### config.mk
export PLATFORM = sky130hd
export DESIGN_NAME = serv_pc_seq
export DESIGN_NICKNAME = d
export VERILOG_FILES = /design/src/rtl/serv_pc_seq.sv
export SDC_FILE = /design/constraint.sdc
export NUM_CORES = 1
export LEC_CHECK = 0
export ABC_AREA = 1
export ABC_CLOCK_PERIOD_IN_PS = 1880
export CAP_MARGIN = 20
export CORE_MARGIN = 2
export CORE_UTILIZATION = 46
export CTS_CLUSTER_DIAMETER = 50
export DETAILED_ROUTE_END_ITERATION = 16
export GPL_ROUTABILITY_DRIVEN = 1
export PLACE_DENSITY = 0.73
export SYNTH_ARGS = -nofsm -noshare
export SYNTH_HDL_FRONTEND = slang
export SYNTH_SLANG_ARGS = --single-unit
export TNS_END_PERCENT = 1
### constraint.sdc
create_clock -name clk -period 1.88 [get_ports clk]
set_input_delay 0.564 -clock clk [delete_from_list [all_inputs] [get_ports clk]]
set_output_delay 0.564 -clock clk [all_outputs]
set_load 0.1 [all_outputs]
### src/rtl/serv_pc_seq.sv
// Sequencer for the bit-serial PC-update datapath: fetch, decode-time flag
// capture, one 32-bit serial pass, then a one-cycle carry-clear gap.
module serv_pc_seq #(
    parameter int W = 1,
    parameter int B = W - 1
) (
    input  logic clk,
    input  logic i_rst_n,
    input  logic i_run,
    input  logic i_halt,
    output logic o_ibus_cyc,
    input  logic i_ibus_ack,
    input  logic i_iscomp,
    input  logic i_jump,
    input  logic i_trap,
    input  logic i_stall,
    output logic o_pc_en,
    output logic o_cnt0,
    output logic o_cnt1,
    output logic o_cnt2,
    output logic o_cnt12to31,
    output logic o_jump,
    output logic o_trap,
    output logic o_iscomp,
    output logic o_busy,
    output logic o_done
);

    typedef enum logic [2:0] {
        ST_IDLE   = 3'd0,
        ST_FETCH  = 3'd1,
        ST_DECODE = 3'd2,
        ST_RUN    = 3'd3,
        ST_DONE   = 3'd4
    } state_t;

    // Lane advance per RUN cycle and the lane LSB index of the final cycle.
    localparam logic [4:0] STEP = 5'(B + 1);
    localparam logic [4:0] LAST = 5'(32 - W);

    state_t     state_r;
    state_t     state_nx_s;
    logic [4:0] cnt_r;
    logic [4:0] cnt_nx_s;
    logic       jump_r;
    logic       jump_nx_s;
    logic       trap_r;
    logic       trap_nx_s;
    logic       iscomp_r;
    logic       iscomp_nx_s;
    logic       run_nx_s;

    logic       ibus_cyc_r;
    logic       pc_en_r;
    logic       cnt0_r;
    logic       cnt1_r;
    logic       cnt2_r;
    logic       cnt12_r;
    logic       busy_r;
    logic       done_r;

    // Next-state, next-count and flag-capture logic.
    always_comb begin
        state_nx_s  = state_r;
        cnt_nx_s    = cnt_r;
        jump_nx_s   = jump_r;
        trap_nx_s   = trap_r;
        iscomp_nx_s = iscomp_r;
        case (state_r)
            ST_IDLE: begin
                if (i_run && !i_halt) begin
                    state_nx_s = ST_FETCH;
                end else begin
                    state_nx_s = ST_IDLE;
                end
            end
            ST_FETCH: begin
                if (i_ibus_ack) begin
                    state_nx_s = ST_DECODE;
                end else begin
                    state_nx_s = ST_FETCH;
                end
            end
            ST_DECODE: begin
                if (i_stall) begin
                    state_nx_s = ST_DECODE;
                end else begin
                    jump_nx_s   = i_jump;
                    trap_nx_s   = i_trap;
                    iscomp_nx_s = i_iscomp;
                    cnt_nx_s    = 5'd0;
                    state_nx_s  = ST_RUN;
                end
            end
            ST_RUN: begin
                // The count wraps to zero after the last lane, ready for the next pass.
                cnt_nx_s = cnt_r + STEP;
                if (cnt_r == LAST) begin
                    state_nx_s = ST_DONE;
                end else begin
                    state_nx_s = ST_RUN;
                end
            end
            ST_DONE: begin
                jump_nx_s   = 1'b0;
                trap_nx_s   = 1'b0;
                iscomp_nx_s = 1'b0;
                cnt_nx_s    = 5'd0;
                if (i_run && !i_halt) begin
                    state_nx_s = ST_FETCH;
                end else begin
                    state_nx_s = ST_IDLE;
                end
            end
            default: begin
                jump_nx_s   = 1'b0;
                trap_nx_s   = 1'b0;
                iscomp_nx_s = 1'b0;
                cnt_nx_s    = 5'd0;
                state_nx_s  = ST_IDLE;
            end
        endcase
    end

    assign run_nx_s = (state_nx_s == ST_RUN);

    // State, count, latched flags and output registers decoded from the next state.
    always_ff @(posedge clk or negedge i_rst_n) begin
        if (!i_rst_n) begin
            state_r    <= ST_IDLE;
            cnt_r      <= 5'd0;
            jump_r     <= 1'b0;
            trap_r     <= 1'b0;
            iscomp_r   <= 1'b0;
            ibus_cyc_r <= 1'b0;
            pc_en_r    <= 1'b0;
            cnt0_r     <= 1'b0;
            cnt1_r     <= 1'b0;
            cnt2_r     <= 1'b0;
            cnt12_r    <= 1'b0;
            busy_r     <= 1'b0;
            done_r     <= 1'b0;
        end else begin
            state_r    <= state_nx_s;
            cnt_r      <= cnt_nx_s;
            jump_r     <= jump_nx_s;
            trap_r     <= trap_nx_s;
            iscomp_r   <= iscomp_nx_s;
            ibus_cyc_r <= (state_nx_s == ST_FETCH);
            pc_en_r    <= run_nx_s;
            cnt0_r     <= run_nx_s && (cnt_nx_s == 5'd0);
            cnt1_r     <= run_nx_s && (cnt_nx_s == 5'd1);
            cnt2_r     <= run_nx_s && (cnt_nx_s == 5'd2);
            cnt12_r    <= run_nx_s && (cnt_nx_s >= 5'd12);
            busy_r     <= (state_nx_s != ST_IDLE);
            done_r     <= (state_nx_s == ST_DONE);
        end
    end

    assign o_ibus_cyc  = ibus_cyc_r;
    assign o_pc_en     = pc_en_r;
    assign o_cnt0      = cnt0_r;
    assign o_cnt1      = cnt1_r;
    assign o_cnt2      = cnt2_r;
    assign o_cnt12to31 = cnt12_r;
    assign o_jump      = jump_r;
    assign o_trap      = trap_r;
    assign o_iscomp    = iscomp_r;
    assign o_busy      = busy_r;
    assign o_done      = done_r;

endmodule
# After elaboration in Yosys (flattened, before gate mapping)
# Cells that the tools add are included.
# Widths: inputs -> output; s select.
[totals]
regBits = 19
inputBits = 9
out_inout_bits = 11
elab_cells = 53
[op_classes]
add_sub_neg = 1
order_cmp = 1
eq_ne = 11
mux = 13
bitwise = 1
n_reduce_logical = 13
[op_table]
columns = ["operator", "n"]
rows = [
  ["$pmux 5 s3", 1],
  ["$pmux 3 s4", 1],
  ["$eq 3x2->1 const B", 3],
  ["$eq 3x1->1 const B", 2],
  ["$eq 3x3->1 const B", 2],
  ["$pmux 1 s2", 3],
  ["$add 5x1->5 const B", 1],
  ["$eq 5x1->1 const B", 1],
  ["$eq 5x2->1 const B", 1],
  ["$eq 5x5->1 const B", 1],
  ["$ge 5x4->1 const B", 1],
  ["$logic_and 1x1->1", 5],
  ["$logic_not 5->1", 1],
  ["$mux 1", 5],
  ["$mux 5", 1],
  ["$reduce_or 2->1", 2],
  ["$logic_not 3->1", 1],
  ["$mux 3", 1],
  ["$reduce_bool 3->1", 1],
  ["$reduce_or 3->1", 1],
  ["$mux 2", 1],
  ["$ne 2x2->1 const B", 1],
  ["$reduce_and 2->1", 1],
  ["$logic_not 1->1", 1],
  ["$not 1->1", 1],
]

# Logic depth before layout (Yosys ltp)
[depth]
word_depth = 6
mapped_depth = 11
mapped_depth_nobuf = 11

# Least setup slack after synthesis
# No wires, ideal clock.
[synth_path]
path_kind = "reg2reg"
from = "register cnt_r[0]"
to = "register cnt0_r (netlist: o_cnt0)"
setup_time_ns = 0.115
arrival_time_ns = 1.440
required_time_ns = 1.765
slack_ns = 0.325
path_stages_with_launch = 12
path_buffers = 0
period_less_slack_ns = 1.555
path_cell_list = "dfrtp_1 -> ha_1 -> nand2_1 -> nor2_1 -> ha_1 -> inv_1 -> nand2_4 -> nand2_4 -> nor2_4 -> nor2_8 -> nand2_4 -> nor2_2"
[synth_between]
elab_chain_cells = 5
elab_cells_between_ends = 9
cone_classes = "1 x add/sub; 2 x eq/ne; 4 x mux; 2 x reduce/logical"
[synth_lines]
columns = ["item", "line", "rtl"]
rows = [
  ["from (decl)", "43", "logic [4:0] cnt_r;"],
  ["from (signal assigned)", "145", "cnt_r <= cnt_nx_s;"],
  ["$eq 5x5->1", "98", "if (cnt_r == LAST) begin"],
  ["$mux 3", "98", ""],
  ["$pmux 3 s4", "69", "case (state_r)"],
  ["$eq 3x2->1", "125", "assign run_nx_s = (state_nx_s == ST_RUN);"],
  ["net run_nx_s", "51", "logic run_nx_s;"],
  ["$logic_and 1x1->1", "151", "cnt0_r <= run_nx_s && (cnt_nx_s == 5'd0);"],
  ["to (signal assigned)", "151", ""],
  ["to (decl)", "55", "logic cnt0_r;"],
]
# The timed path passes the listed nets, and every way through them passes these cells.
# A chain may end at the register's enable or synchronous reset.

# Worst setup path after layout
[layout_path]
from = "register cnt_r[1]"
to = "register cnt12_r (netlist: o_cnt12to31)"
[layout_between]
elab_chain_cells = 5
elab_cells_between_ends = 9
cone_classes = "1 x add/sub; 1 x order compare; 2 x eq/ne; 4 x mux; 1 x reduce/logical"
[layout_lines]
columns = ["item", "line", "rtl"]
rows = [
  ["$eq 5x5->1", "98", ""],
  ["$mux 3", "98", ""],
  ["$pmux 3 s4", "69", ""],
  ["net state_nx_s[1]", "42", "state_t state_nx_s;"],
  ["$eq 3x2->1", "125", ""],
  ["$logic_and 1x1->1", "154", "cnt12_r <= run_nx_s && (cnt_nx_s >= 5'd12);"],
  ["to (signal assigned)", "154", ""],
  ["to (decl)", "58", "logic cnt12_r;"],
]
# The timed path passes the listed nets, and every way through them passes these cells.

==> impl_metrics.env <==
export IMPL_p_clk_share_pct=7.5
export IMPL_num_rows=16
export IMPL_critical_path_top_delay_family="compound AO/OA/AOI/OAI gates"
export IMPL_power_switching_share_pct=52.9
export IMPL_synth_area_um2=978
export IMPL_placed_cells=147
export IMPL_synth_edf_count=0
export IMPL_clock_sinks=19
export IMPL_timing_slew_headroom_pct=76.3
export IMPL_num_nets_final=136
export IMPL_netlist_instances=99
export IMPL_ys_ff_latch=19
export IMPL_yosys_area_top_type="dfrtp_1"
export IMPL_grt_pass1_wl_um=3530
export IMPL_critical_path_max_fanout=4
export IMPL_grt_util_all_layers_pct=18.8
export IMPL_finalSetupViolCount=0
export IMPL_crit_top_cell="ha_1"
export IMPL_synth_fa_ha_area_share_pct=2.56
export IMPL_die_area_mm2=0.00251
export IMPL_intPower_uw=1250
export IMPL_finalCriticalPeriod_ps=1640
export IMPL_start_util_pct=49.4
export IMPL_status="finished clean"
export IMPL_place_port_buffers=19
export IMPL_ys_flop_type="dfrtp_1"
export IMPL_critPathRequiredTime_ps=2090
export IMPL_cts_resized=0
export IMPL_syn_nets=110
export IMPL_post_cts_repair_setup_buffers=0
export IMPL_holdWs_ps=577
export IMPL_p_comb_share_pct=66.2
export IMPL_first_pass_iters=4
export IMPL_viasPerCell=4.99
export IMPL_largest_register="cnt_r"
export IMPL_drtIter0Drc=14
export IMPL_critPathLaunchType="register"
export IMPL_wl_per_cell_um=13.1
export IMPL_largest_registers="cnt_r x5, state_r x3"
export IMPL_antenna_found_initial=0
export IMPL_cp_data_arrival_time_ps=1850
export IMPL_worst_slack_ps=236
export IMPL_synth_compound_area_share_pct=5.24
export IMPL_cts_buffer_depth=2
export IMPL_crit_type="register to register"
export IMPL_finalHoldViolCount=0
export IMPL_utilization_pct=68.4
export IMPL_rsz0062_at_grt="no"
export IMPL_avgSynthCellArea_um2=9.88
export IMPL_p_sw_uw=1400
export IMPL_r2r_start="cnt_r[1]"
export IMPL_synth_top_family_by_area="simple AND/OR/NAND/NOR gates"
export IMPL_synth_top_area_share_pct=48.6
export IMPL_drv_slew=0
export IMPL_seqPwrFrac_pct=26.4
export IMPL_drive_above_1_share_pct=34.7
export IMPL_yosys_mux_area_fraction_pct=0
export IMPL_finalWirelength_um=1980
export IMPL_drcViolationCount=0
export IMPL_cp_slowest_cell="dfrtp_1"
export IMPL_synth_warnings=0
export IMPL_cts_buffers=3
export IMPL_synth_cell_type_count=25
export IMPL_largest_reg_flops=5
export IMPL_die_height_um=50.1
export IMPL_max_clock_freq_mhz=608
export IMPL_max_slew_worst_pin_slew_ps=355
export IMPL_drv_cap=0
export IMPL_postCtsHoldBufs=0
export IMPL_synthSimpleGateAreaFrac_pct=37.2
export IMPL_crit_chain="ha_1 -> nand2_1 -> nor2_1 -> ha_1 -> a21oi_2 -> nand2b_4 -> o21ai_1 -> a21oi_1"
export IMPL_synth_area_leaders="dfrtp_1, nand3_1, nand2_4"
export IMPL_critical_path_buf_inv_count=0
export IMPL_fillers=142
export IMPL_ios=20
export IMPL_cts_tree="built"
export IMPL_hpwl_um=1650
export IMPL_ant_nets=0
export IMPL_critPathMaxStageDelay_ps=420
export IMPL_grt_max_degree=20
export IMPL_fin_setup_tns_ps=0
export IMPL_critPathCaptureType="register"
export IMPL_hp_class="register to register"
export IMPL_leakage_uw=0.000650
export IMPL_skew_ps=3.74
export IMPL_ir_drop_mv=1.05
export IMPL_clk_pin_slew_ps=100
export IMPL_core_region_area_mm2=0.00198
export IMPL_crit_start="cnt_r[1]"
export IMPL_final_common_cell="dfrtp_1"
export IMPL_min_delay_start="cnt_r[4]"
export IMPL_synth_xor_area_share_pct=0
export IMPL_grt_overflow_total=0
export IMPL_pre_cts_ws_ps=82.2
export IMPL_clock_latency_ps=290
export IMPL_areaGrowthSynthToFinish_pct=38.5
export IMPL_antenna_cells=0
export IMPL_final_cell_mix="dfrtp_1, inv_1, nand2_1, nand3_1, buf_12"
export IMPL_min_period_over_period_pct=87.4
export IMPL_synthArstFlopShare_pct=100
export IMPL_gp_congestion=0.860
export IMPL_htree_levels=1
export IMPL_p_per_area_mw_per_mm2=1960
export IMPL_grt_pass1_vias=803
export IMPL_vias=753
export IMPL_ys_seq_area_share_pct=48.6
export IMPL_clockRootBuffer="clkbuf_4"
export IMPL_fp_dieW_um=50.1
export IMPL_final_cells=151
==> through the flow <==
| step | instance area [um^2] | total power, uW |
|---|---|---|
| 2_1_floorplan | 978 | 1900 |
| 3_3_place_gp | 1330 | 2420 |
| 3_5_place_dp | 1330 | 2470 |
| 4_1_cts | 1360 | 2670 |
| 5_1_grt | 1360 | 2820 |
| 6_report | 1360 | 2650 |
==> path summary, 6_finish.rpt <==
path	end	slack [ps]	cells after the start
min in group asynchronous	o_ibus_cyc	590	2
hold reg to reg	cnt_r[4]	580	2
hold / removal	cnt_r[4]	580	2
max in group asynchronous	cnt_r[1]	1090	2
setup / recovery	o_cnt12to31	240	8
setup reg to reg	o_cnt12to31	240	8
==> worst reg2reg max path, delay by kind of cell (launching register included) <==
kind	cells	cell delay [ps]
compound gates	3	450
simple gates	3	300
flops	1	420
fa+ha+maj	2	400
==> Yosys cell counts, types with 2 or more instances <==
library cell,instances
nor2_1,4
nand2_2,3
a21oi_2,2
inv_1,14
a21oi_1,2
nand2_4,5
nand2_1,12
ha_1,2
dfrtp_1,19
nor2_2,6
nor2_8,2
nor3_1,2
o22ai_1,3
nand3_1,12
==> power groups by stage <==
stage / Combinational (uW) / Sequential [uW] / Clock (uW)
2_1_floorplan: 688 / 1210 / 0
3_3_place_gp: 1720 / 703 / 0
3_5_place_dp: 1760 / 710 / 0
4_1_cts: 1760 / 700 / 205
5_1_grt: 1870 / 720 / 233
6_report: 1760 / 700 / 198
==> layout make-up <==
type | instances | area (um^2) | area share [%]
sequential | 19 | 475 | 35.1
clock inverter | 1 | 5.00 | 0.369
timing repair buffer | 21 | 315 | 23.3
tap | 27 | 33.8 | 2.49
clock buffer | 3 | 22.5 | 1.66
inverter | 16 | 62.6 | 4.62
multi-input combinational | 64 | 440 | 32.5
==> metal layers <==
metal | GRT usage [%] | wire length (um) | up-vias
met2 | 32.9 | 1070 | 26
met1 | 22.7 | 812 | 356
met3 | 3.64 | 99 | 0
met4 | 6.48 | 0 | 0
li1 | - | - | 371
met5 | 0 | 0 | -
==> kinds of logic (layout without fill, tap and decap cells) <==
logic type / after synthesis / after routing
fa+ha+maj: 2 / 2
buf+inv: 16 / 41
flops: 19 / 19
simple gates: 54 / 54
compound gates: 8 / 8
(Power assumes the default switching activity.)
